**config.mk**
```make
export PLATFORM = sky130hd
export DESIGN_NAME = axis_m_pkt
export DESIGN_NICKNAME = d
export VERILOG_FILES = /design/src/rtl/axis_m_pkt.sv
export SDC_FILE = /design/constraint.sdc
export NUM_CORES = 1
export LEC_CHECK = 0
export ABC_AREA = 1
export BUFFER_PORTS_ARGS = -buffer_cell sky130_fd_sc_hd__buf_2
export CORE_MARGIN = 5
export CORE_UTILIZATION = 55
export CTS_CLUSTER_SIZE = 12
export DETAILED_ROUTE_END_ITERATION = 16
export PLACE_DENSITY = 0.7
export SLEW_MARGIN = 25
export SYNTH_ARGS = -nofsm -noshare
export SYNTH_HDL_FRONTEND = slang
export SYNTH_SLANG_ARGS = --single-unit
export TNS_END_PERCENT = 100
```
**constraint.sdc**
```tcl
create_clock -name aclk -period 8.8 [get_ports aclk]
set_input_delay 1.76 -clock aclk [delete_from_list [all_inputs] [get_ports aclk]]
set_output_delay 1.76 -clock aclk [all_outputs]
set_load 0.005 [all_outputs]
```
**src/rtl/axis_m_pkt.sv**
```systemverilog
// AXI-Stream master: local FIFO feeding a framed packet of pkt_len+1 beats with tlast/finish.
// Optional tkeep/last_keep ports are enabled by defining AXIS_M_TKEEP_EN.
module axis_m_pkt #(
  parameter int unsigned DATA_WIDTH = 32,
  parameter int unsigned DEPTH      = 16,
  parameter int unsigned LEN_W      = 8
) (
  input  logic                        aclk,
  input  logic                        areset_n,
  input  logic                        push,
  input  logic [DATA_WIDTH-1:0]       push_data,
  output logic                        full,
  output logic [$clog2(DEPTH):0]      level,
  output logic                        overflow,
  input  logic                        start,
  input  logic [LEN_W-1:0]            pkt_len,
  output logic                        busy,
  input  logic                        tready,
  output logic                        tvalid,
  output logic [DATA_WIDTH-1:0]       tdata,
  output logic                        tlast,
`ifdef AXIS_M_TKEEP_EN
  output logic [DATA_WIDTH/8-1:0]     tkeep,
  input  logic [DATA_WIDTH/8-1:0]     last_keep,
`endif
  output logic                        finish
);

  localparam int unsigned AW = $clog2(DEPTH);

  typedef enum logic {IDLE, SEND} state_t;

  state_t                state;
  logic [DATA_WIDTH-1:0] mem [DEPTH];
  logic [AW-1:0]         wr_ptr;
  logic [AW-1:0]         rd_ptr;
  logic                  empty;
  logic                  push_ok;
  logic                  load;
  logic                  hs;
  logic [LEN_W-1:0]      rem;
  logic [LEN_W-1:0]      beats;
  logic                  issued_all;
  logic                  is_final;
`ifdef AXIS_M_TKEEP_EN
  logic [DATA_WIDTH/8-1:0] keep_lat;
`endif

  assign full     = (level == (AW+1)'(DEPTH));
  assign empty    = (level == '0);
  assign push_ok  = push & ~full;
  assign hs       = tvalid & tready;
  assign is_final = (beats == rem);
  assign busy     = (state == SEND);
  // The beat counter wraps for a 2^LEN_W-beat packet, so a flag marks the final issue.
  assign load     = (state == SEND) && !issued_all && !empty && (!tvalid || tready);

  always_ff @(posedge aclk) begin
    if (push_ok) mem[wr_ptr] <= push_data;
  end

  always_ff @(posedge aclk or negedge areset_n) begin
    if (!areset_n) begin
      wr_ptr   <= '0;
      rd_ptr   <= '0;
      level    <= '0;
      overflow <= 1'b0;
    end else begin
      if (push_ok) wr_ptr <= wr_ptr + 1'b1;
      if (load)    rd_ptr <= rd_ptr + 1'b1;
      case ({push_ok, load})
        2'b10:   level <= level + (AW+1)'(1);
        2'b01:   level <= level - (AW+1)'(1);
        default: level <= level;
      endcase
      if (push && full) overflow <= 1'b1;
    end
  end

  always_ff @(posedge aclk or negedge areset_n) begin
    if (!areset_n) begin
      state      <= IDLE;
      rem        <= '0;
      beats      <= '0;
      issued_all <= 1'b0;
      tvalid     <= 1'b0;
      tdata      <= '0;
      tlast      <= 1'b0;
      finish     <= 1'b0;
`ifdef AXIS_M_TKEEP_EN
      tkeep      <= '1;
      keep_lat   <= '1;
`endif
    end else begin
      finish <= 1'b0;
      case (state)
        IDLE: begin
          if (start) begin
            rem        <= pkt_len;
            beats      <= '0;
            issued_all <= 1'b0;
`ifdef AXIS_M_TKEEP_EN
            keep_lat   <= last_keep;
`endif
            state      <= SEND;
          end
        end
        SEND: begin
          if (hs && tlast) begin
            state  <= IDLE;
            finish <= 1'b1;
          end
        end
        default: state <= IDLE;
      endcase

      if (load) begin
        tdata  <= mem[rd_ptr];
        tvalid <= 1'b1;
        tlast  <= is_final;
        beats  <= beats + 1'b1;
        if (is_final) issued_all <= 1'b1;
`ifdef AXIS_M_TKEEP_EN
        tkeep  <= is_final ? keep_lat : '1;
`endif
      end else if (hs) begin
        tvalid <= 1'b0;
        tlast  <= 1'b0;
      end
    end
  end

endmodule

```
==> results of run 1 <==
## worst max-delay path by stage
stage / start / end / slack (ns) / cells after the start
6_report: tready / level[4] / 4.18 / 18
3_5_place_dp: tready / level[4] / 4.05 / 18
5_1_grt: tready / level[4] / 3.89 / 15
2_1_floorplan: push / mem[7][0] / 4.20 / 2
3_3_place_gp: tready / level[4] / 4.12 / 18
4_1_cts: tready / level[4] / 4.66 / 18
## layer usage
| layer | vias to the layer above | track usage (%) |
|---|---|---|
| met2 | 574 | 40.04 |
| met1 | 7190 | 31.50 |
| met4 | 2 | 7.017 |
| li1 | 7109 | - |
| met5 | - | 0 |
| met3 | 98 | 3.656 |
## sequential cells by signal, summed over array words and instances, names as in the netlist, 4 cells and up
| signal | flops |
|---|---|
| beats | 8 |
| rd_ptr | 4 |
| rem | 8 |
| level | 5 |
| tdata | 32 |
| mem | 512 |
| wr_ptr | 4 |
## cells by family after synthesis
logic type	synth area share, %
and+or+nand+nor	20.92
DFF	72.87
buffers and inverters	2.749
AOI/OAI and AO/OA	1.786
xor gates and xnor gates	0.7486
adders and majority gates	0.5347
muxes	0.3850
## metrics by stage
stage	cells	cell area, sq um	utilization (%)
2_1_floorplan	2043	23400	-
3_3_place_gp	2587	24320	57.85
3_5_place_dp	2587	24320	57.85
4_1_cts	2695	26040	61.95
5_1_grt	2697	26050	61.97
6_report	2698	26060	61.98
## worst max-delay path, cell delays in order
cell and delay (ns):
buf_2 0.10, nor2_1 0.09, inv_1 0.07, nand3_2 0.07, buf_4 0.55, clkinv_2 0.93, ha_1 0.61, inv_1 0.10
nand2_1 0.06, nand2_1 0.09, ha_1 0.15, inv_1 0.04, nand2_1 0.09, nand3_1 0.11, nand3b_1 0.11, nand2_1 0.06
nand2_1 0.05, nand2_1 0.04
## synth_stat cells (all sizes together)
master  number
nor2        60
nand3      278
edfxtp     512
a21oi       68
o21bai       1
dfrtp       67
clkbuf      18
nand4        2
nor3         4
xor2        11
o211ai       1
buf         92
mux2         8
nand2      859
a21o         1
ha          10
xnor2        9
nand3b       2
o21ai       11
inv         29
## power breakdown
part | leakage, nW | internal [mW] | switching [mW]
sequential | 5.45 | 3.38 | 0.213
combinational | 3.87 | 0.764 | 1.87
clock | 0.835 | 1.28 | 0.976
## final cells by class
class / count / area (sq um) / area share (%)
inverters: 29 / 116.4 / 0.4466
flip-flops and latches: 579 / 17060 / 65.46
clock inverters: 12 / 60.06 / 0.2305
repair buffers: 115 / 651.9 / 2.502
diodes: 3 / 7.507 / 0.02881
well taps: 539 / 674.4 / 2.588
multi-input cells: 1325 / 5824 / 22.35
clock buffers: 96 / 1665 / 6.391
==> flow_metrics.env, run 1 <==
export IMPL_cts_tree="built"
export IMPL_coreArea_sq_mm=0.04204
export IMPL_yosys_warnings=0
export IMPL_wl_met1_mm=22.47
export IMPL_cts_root_buf="clkbuf_16"
export IMPL_rsz0062_at_grt="no"
export IMPL_grt_max_degree=97
export IMPL_fin_ws_ns=4.178
export IMPL_hold_violations=0
export IMPL_viasPerCell=5.550
export IMPL_total_power_mw=8.479
export IMPL_die_h_um=216.3
export IMPL_detail_route_antenna_nets=0
export IMPL_min_to="overflow"
export IMPL_finalSetupViolCount=0
export IMPL_track_usage_pct=23.43
export IMPL_grt_pass1_vias=14910
export IMPL_max_slew_margin_pct=27.53
export IMPL_syn_num_nets=2098
export IMPL_synth_area_leader_cell="edfxtp_1"
export IMPL_grt_first_pass_wirelength_mm=85.19
export IMPL_r2r_start="level[2]"
export IMPL_routedWlPerCell_um=20.42
export IMPL_routed_top_layer="met5"
export IMPL_first_iter_violations=1506
export IMPL_drv_slew=0
export IMPL_area_delta_synth_final_pct=11.36
export IMPL_antenna_found_initial=3
export IMPL_worstReg2RegEnd="level[4]"
export IMPL_ir_drop_v=0.0001797
export IMPL_cts_max_level=2
export IMPL_fillers=3288
export IMPL_crit_type="in -> reg"
export IMPL_dr_pass1_iters=6
export IMPL_clockBufferDepth=3
export IMPL_grt_overflow=0
export IMPL_clock_latency_ns=0.60
export IMPL_io_buffer_count=87
export IMPL_dp_hpwl_mm=26.87
export IMPL_clkTransAtPathRegs_ns=0.06
export IMPL_place_ws_ns=4.054
export IMPL_cts_sinks=579
export IMPL_r2r_cells=17
export IMPL_crit_path_start_kind="input port"
export IMPL_final_common_cell="nand2_1"
export IMPL_cp_arrival_ns=5.11
export IMPL_nets=2163
export IMPL_period_needed_ns=4.622
export IMPL_route_detailed_drc=0
export IMPL_syn_inst=2043
export IMPL_synth_area_sq_mm=0.02340
export IMPL_wl_met2_mm=27.16
export IMPL_fin_skew_ns=0.01077
export IMPL_dieArea_sq_mm=0.04677
export IMPL_min_path_type="reg -> reg"
export IMPL_initial_core_util_pct=55.66
export IMPL_fp_row_count=75
export IMPL_layout_drive_gt1_share_pct=10.20
export IMPL_period_share_pct=52.53
export IMPL_synthTopCellsByArea="edfxtp_1, nand2_1, dfrtp_1"
export IMPL_cap_violations=0
export IMPL_p_leak_nw=10.16
export IMPL_gp_congestion=0.7786
export IMPL_hold_ws_ns=0.4535
export IMPL_io_pins=88
export IMPL_vias=14970
export IMPL_dr_wl_met3_mm=4.187
export IMPL_synth_seq_area_share_pct=72.87
export IMPL_hold_depth=1
export IMPL_die_x_um=216.3
export IMPL_final_cell_mix="nand2_1, edfxtp_1, nand3_1, buf_2, a21oi_1"
export IMPL_yosys_area_top_type_share_pct=65.71
export IMPL_path_max_fanout=48
export IMPL_ys_ff_latch=579
export IMPL_max_freq_mhz=216.3
export IMPL_ys_types=25
export IMPL_cp_end_kind="flip-flop"
export IMPL_fin_setup_tns_ns=0
export IMPL_avgSynthCellArea_sq_um=11.45
export IMPL_cts_resized_gates=0
export IMPL_numCtsBuffers=58
export IMPL_holdBufCountCts=0
export IMPL_crit_required_ns=9.28
export IMPL_hold_start="overflow"
export IMPL_post_cts_setup_buffer_count=0
export IMPL_reg2reg_slack_ns=4.85
export IMPL_outcome="finished, final reports clean"
export IMPL_p_per_area_mw_per_mm2=325.4
export IMPL_tightest_slew_ns=1.083
export IMPL_routed_wl_mm=55.10
Power figures use the tool's default switching activity.
==> run 2: changes to the inputs <==
--- a/config.mk
+++ b/config.mk
@@ -5,13 +5,13 @@
 export SDC_FILE = /design/constraint.sdc
 export NUM_CORES = 1
 export LEC_CHECK = 0
-export ABC_AREA = 1
+export ABC_AREA = 0
 export BUFFER_PORTS_ARGS = -buffer_cell sky130_fd_sc_hd__buf_2
 export CORE_MARGIN = 5
 export CORE_UTILIZATION = 55
 export CTS_CLUSTER_SIZE = 12
 export DETAILED_ROUTE_END_ITERATION = 16
-export PLACE_DENSITY = 0.7
+export PLACE_DENSITY = 0.73
 export SLEW_MARGIN = 25
 export SYNTH_ARGS = -nofsm -noshare
 export SYNTH_HDL_FRONTEND = slang
==> constraint.sdc (replaced) <==
create_clock -name aclk -period 4.1 [get_ports aclk]
set_input_delay 0.82 -clock aclk [delete_from_list [all_inputs] [get_ports aclk]]
set_output_delay 0.82 -clock aclk [all_outputs]
set_load 0.005 [all_outputs]
==> run 2 against run 1 <==
Highest routed layer unchanged. Critical path depth shrank 8. Global-route usage fell by 1.8 points. Clock skew up 0.0083 ns. Synthesized cell count fell by 48%. Via count is 28% lower. Count of clock-buffer cells in the layout decreased by 1.
==> flow_metrics.env, run 2 <==
export IMPL_outcome="finished, final reports clean"
export IMPL_placed_cell_area_sq_mm=0.02373
export IMPL_coreArea_sq_mm=0.04001
export IMPL_final_common_cell="edfxtp_1"
export IMPL_cts_root_buf="clkbuf_16"
export IMPL_synth_most_common_cell="edfxtp_1"
export IMPL_cts_max_level=2
export IMPL_final_util_pct=63.50
export IMPL_io_pins=88
export IMPL_min_path_type="in -> async"
export IMPL_fin_area_sq_mm=0.02540
export IMPL_avgSynthCellArea_sq_um=21.19
export IMPL_viasPerCell=6.190
export IMPL_ys_types=49
export IMPL_ir_drop_v=0.0003612
export IMPL_final_cell_mix="edfxtp_1, mux4_2, buf_2, o22ai_1, dfrtp_1"
export IMPL_cts_sinks=579
export IMPL_synth_async_reset_ratio_pct=11.57
export IMPL_cts_tree="built"
export IMPL_top_regs="mem: 512 flops, tdata: 32 flops"
export IMPL_fp_row_count=73
export IMPL_cap_violations=0
export IMPL_rsz0062_at_grt="no"
export IMPL_fillers=2678
export IMPL_synth_common_cells="edfxtp_1, mux4_2, dfrtp_1"
export IMPL_synthTopCellsByArea="edfxtp_1, mux4_2, dfrtp_1"
export IMPL_critical_path_most_common_cell="ha_1"
export IMPL_crit_path_start_kind="flip-flop"
export IMPL_crit_chain="or4_4, o211ai_4, clkinv_2, ha_1, xor2_1, ha_1, o211a_1, o21ai_0, o41ai_1, nor4b_1"
export IMPL_max_slew_margin_pct=28.10
export IMPL_post_cts_setup_buffer_count=0
export IMPL_cp_end_kind="flip-flop"
export IMPL_grt_max_degree=48
export IMPL_grt_first_pass_wirelength_mm=71.89
export IMPL_numCtsBuffers=57
export IMPL_track_usage_pct=21.59
export IMPL_cp_arrival_ns=3.64
export IMPL_regArea_sq_mm=0.01706
export IMPL_route_detailed_drc=0
export IMPL_io_buffer_count=87
export IMPL_diodes=0
export IMPL_dp_hpwl_mm=25.78
export IMPL_worstReg2RegEnd="level[4]"
export IMPL_multi_input_area_sq_mm=0.005111
export IMPL_p_per_area_mw_per_mm2=692.0
export IMPL_period_needed_ns=3.160
export IMPL_yosys_warnings=0
export IMPL_vias=10840
export IMPL_ys_ff_latch=579
export IMPL_clock_latency_ns=0.60
export IMPL_final_cells=1751
export IMPL_synth_area_leader_cell="edfxtp_1"
export IMPL_crit_family="simple AND/OR/NAND/NOR gates"
export IMPL_drv_slew=0
export IMPL_crit_type="reg -> reg"
export IMPL_r2r_cells=10
export IMPL_nets=1234
export IMPL_synthFlopType="edfxtp_1"
export IMPL_largest_reg_flops=512
export IMPL_routedWlPerCell_um=27.00
export IMPL_grt_pass1_vias=11370
export IMPL_layout_drive_gt1_share_pct=33.77
export IMPL_dieArea_sq_mm=0.04477
export IMPL_fin_setup_tns_ns=0
export IMPL_hold_ws_ns=0.2574
export IMPL_synth_area_sq_mm=0.02235
export IMPL_detail_route_antenna_nets=0
export IMPL_top_register="mem"
export IMPL_syn_inst=1055
export IMPL_clockBufferDepth=3
export IMPL_reg2reg_slack_ns=0.94
export IMPL_gp_congestion=0.7368
export IMPL_path_buf_inv=1
export IMPL_cts_resized_gates=0
export IMPL_grt_overflow=0
export IMPL_routed_wl_mm=47.27
export IMPL_r2r_start="level[1]"
export IMPL_period_share_pct=77.08
export IMPL_crit_required_ns=4.58
export IMPL_area_delta_synth_final_pct=13.65
export IMPL_die_h_um=211.6
export IMPL_dr_pass1_iters=5
export IMPL_yosys_area_top_type_share_pct=68.79
export IMPL_die_x_um=211.6
export IMPL_first_iter_violations=1130
export IMPL_crit_slowest_cell="or4_4"
export IMPL_finalSetupViolCount=0
export IMPL_dp_cells=1645
export IMPL_p_leak_nw=8.343
export IMPL_holdBufCountCts=0
export IMPL_hold_violations=0
export IMPL_synth_seq_area_share_pct=76.29
export IMPL_tightest_slew_ns=1.079
export IMPL_max_freq_mhz=316.4
export IMPL_initial_core_util_pct=55.87
export IMPL_crit_path_max_incr_delay_ns=0.62
export IMPL_fin_skew_ns=0.01907
export IMPL_antenna_found_initial=3
export IMPL_clkTransAtPathRegs_ns=0.06
export IMPL_synth_edf_count=512
export IMPL_path_max_fanout=10
export IMPL_syn_num_nets=1110
## run 2: cell count changes after synthesis, moves of 11 or more
cell	before	now
mux2_2	8	41
a21oi_2	0	29
nand3_1	278	7
nor2_1	59	19
buf_2	79	17
nand2_1	859	21
inv_1	24	9
mux4_2	0	128
clkbuf_1	18	29
a21oi_1	68	8
o22ai_1	0	64
## run 2: where the power goes
| group | internal [mW] | switching (mW) |
|---|---|---|
| Clock | 2.69 | 2.06 |
| Combinational | 2.37 | 2.52 |
| Sequential | 7.27 | 0.661 |
| Total | 12.3 | 5.25 |
## run 2: cell families after synthesis
group / Yosys count / share of synthesized area, %
AO/OA/AOI/OAI: 122 / 3.868
XOR/XNOR: 18 / 0.7054
AND/OR/NAND/NOR: 80 / 1.791
buffers and inverters: 70 / 1.506
adder cells (fa/ha/maj): 10 / 0.5598
multiplexers: 176 / 15.28
flip-flops: 579 / 76.29
## run 2: worst max path at each step
stage                  to     start  depth (start not counted)
2_1_floorplan  mem[15][0]      push                          3
3_3_place_gp     level[4]  level[1]                         10
3_5_place_dp     level[4]  level[1]                         10
4_1_cts          level[4]  level[1]                         10
5_1_grt          level[4]  level[1]                         10
6_report         level[4]  level[1]                         10
## run 2: cell type report
| cell class | instances | share of cell area, % |
|---|---|---|
| sequential | 579 | 67.16 |
| timing repair buffer | 125 | 3.389 |
| inverter | 10 | 0.1527 |
| multi-input combinational | 406 | 20.12 |
| tap | 525 | 2.586 |
| clock inverter | 11 | 0.3349 |
| clock buffer | 95 | 6.256 |
## run 2: metrics by stage
step | power [mW] | worst slack (ns)
floorplan | 11.36 | 0.7974
global placement | 12.86 | 1.025
detailed placement | 13.00 | 0.9803
CTS | 17.76 | 0.9597
global route | 18.40 | 0.7390
finish | 17.58 | 0.9399
## run 2: routing by layer
layer | global-route usage (%) | part of all wire (%) | vias up
li1 | - | - | 4621
met1 | 31.53 | 41 | 5747
met2 | 34.70 | 49 | 394
met3 | 3.483 | 7.4 | 70
met4 | 5.908 | 2.2 | 6
met5 | 0 | 0.083 | -
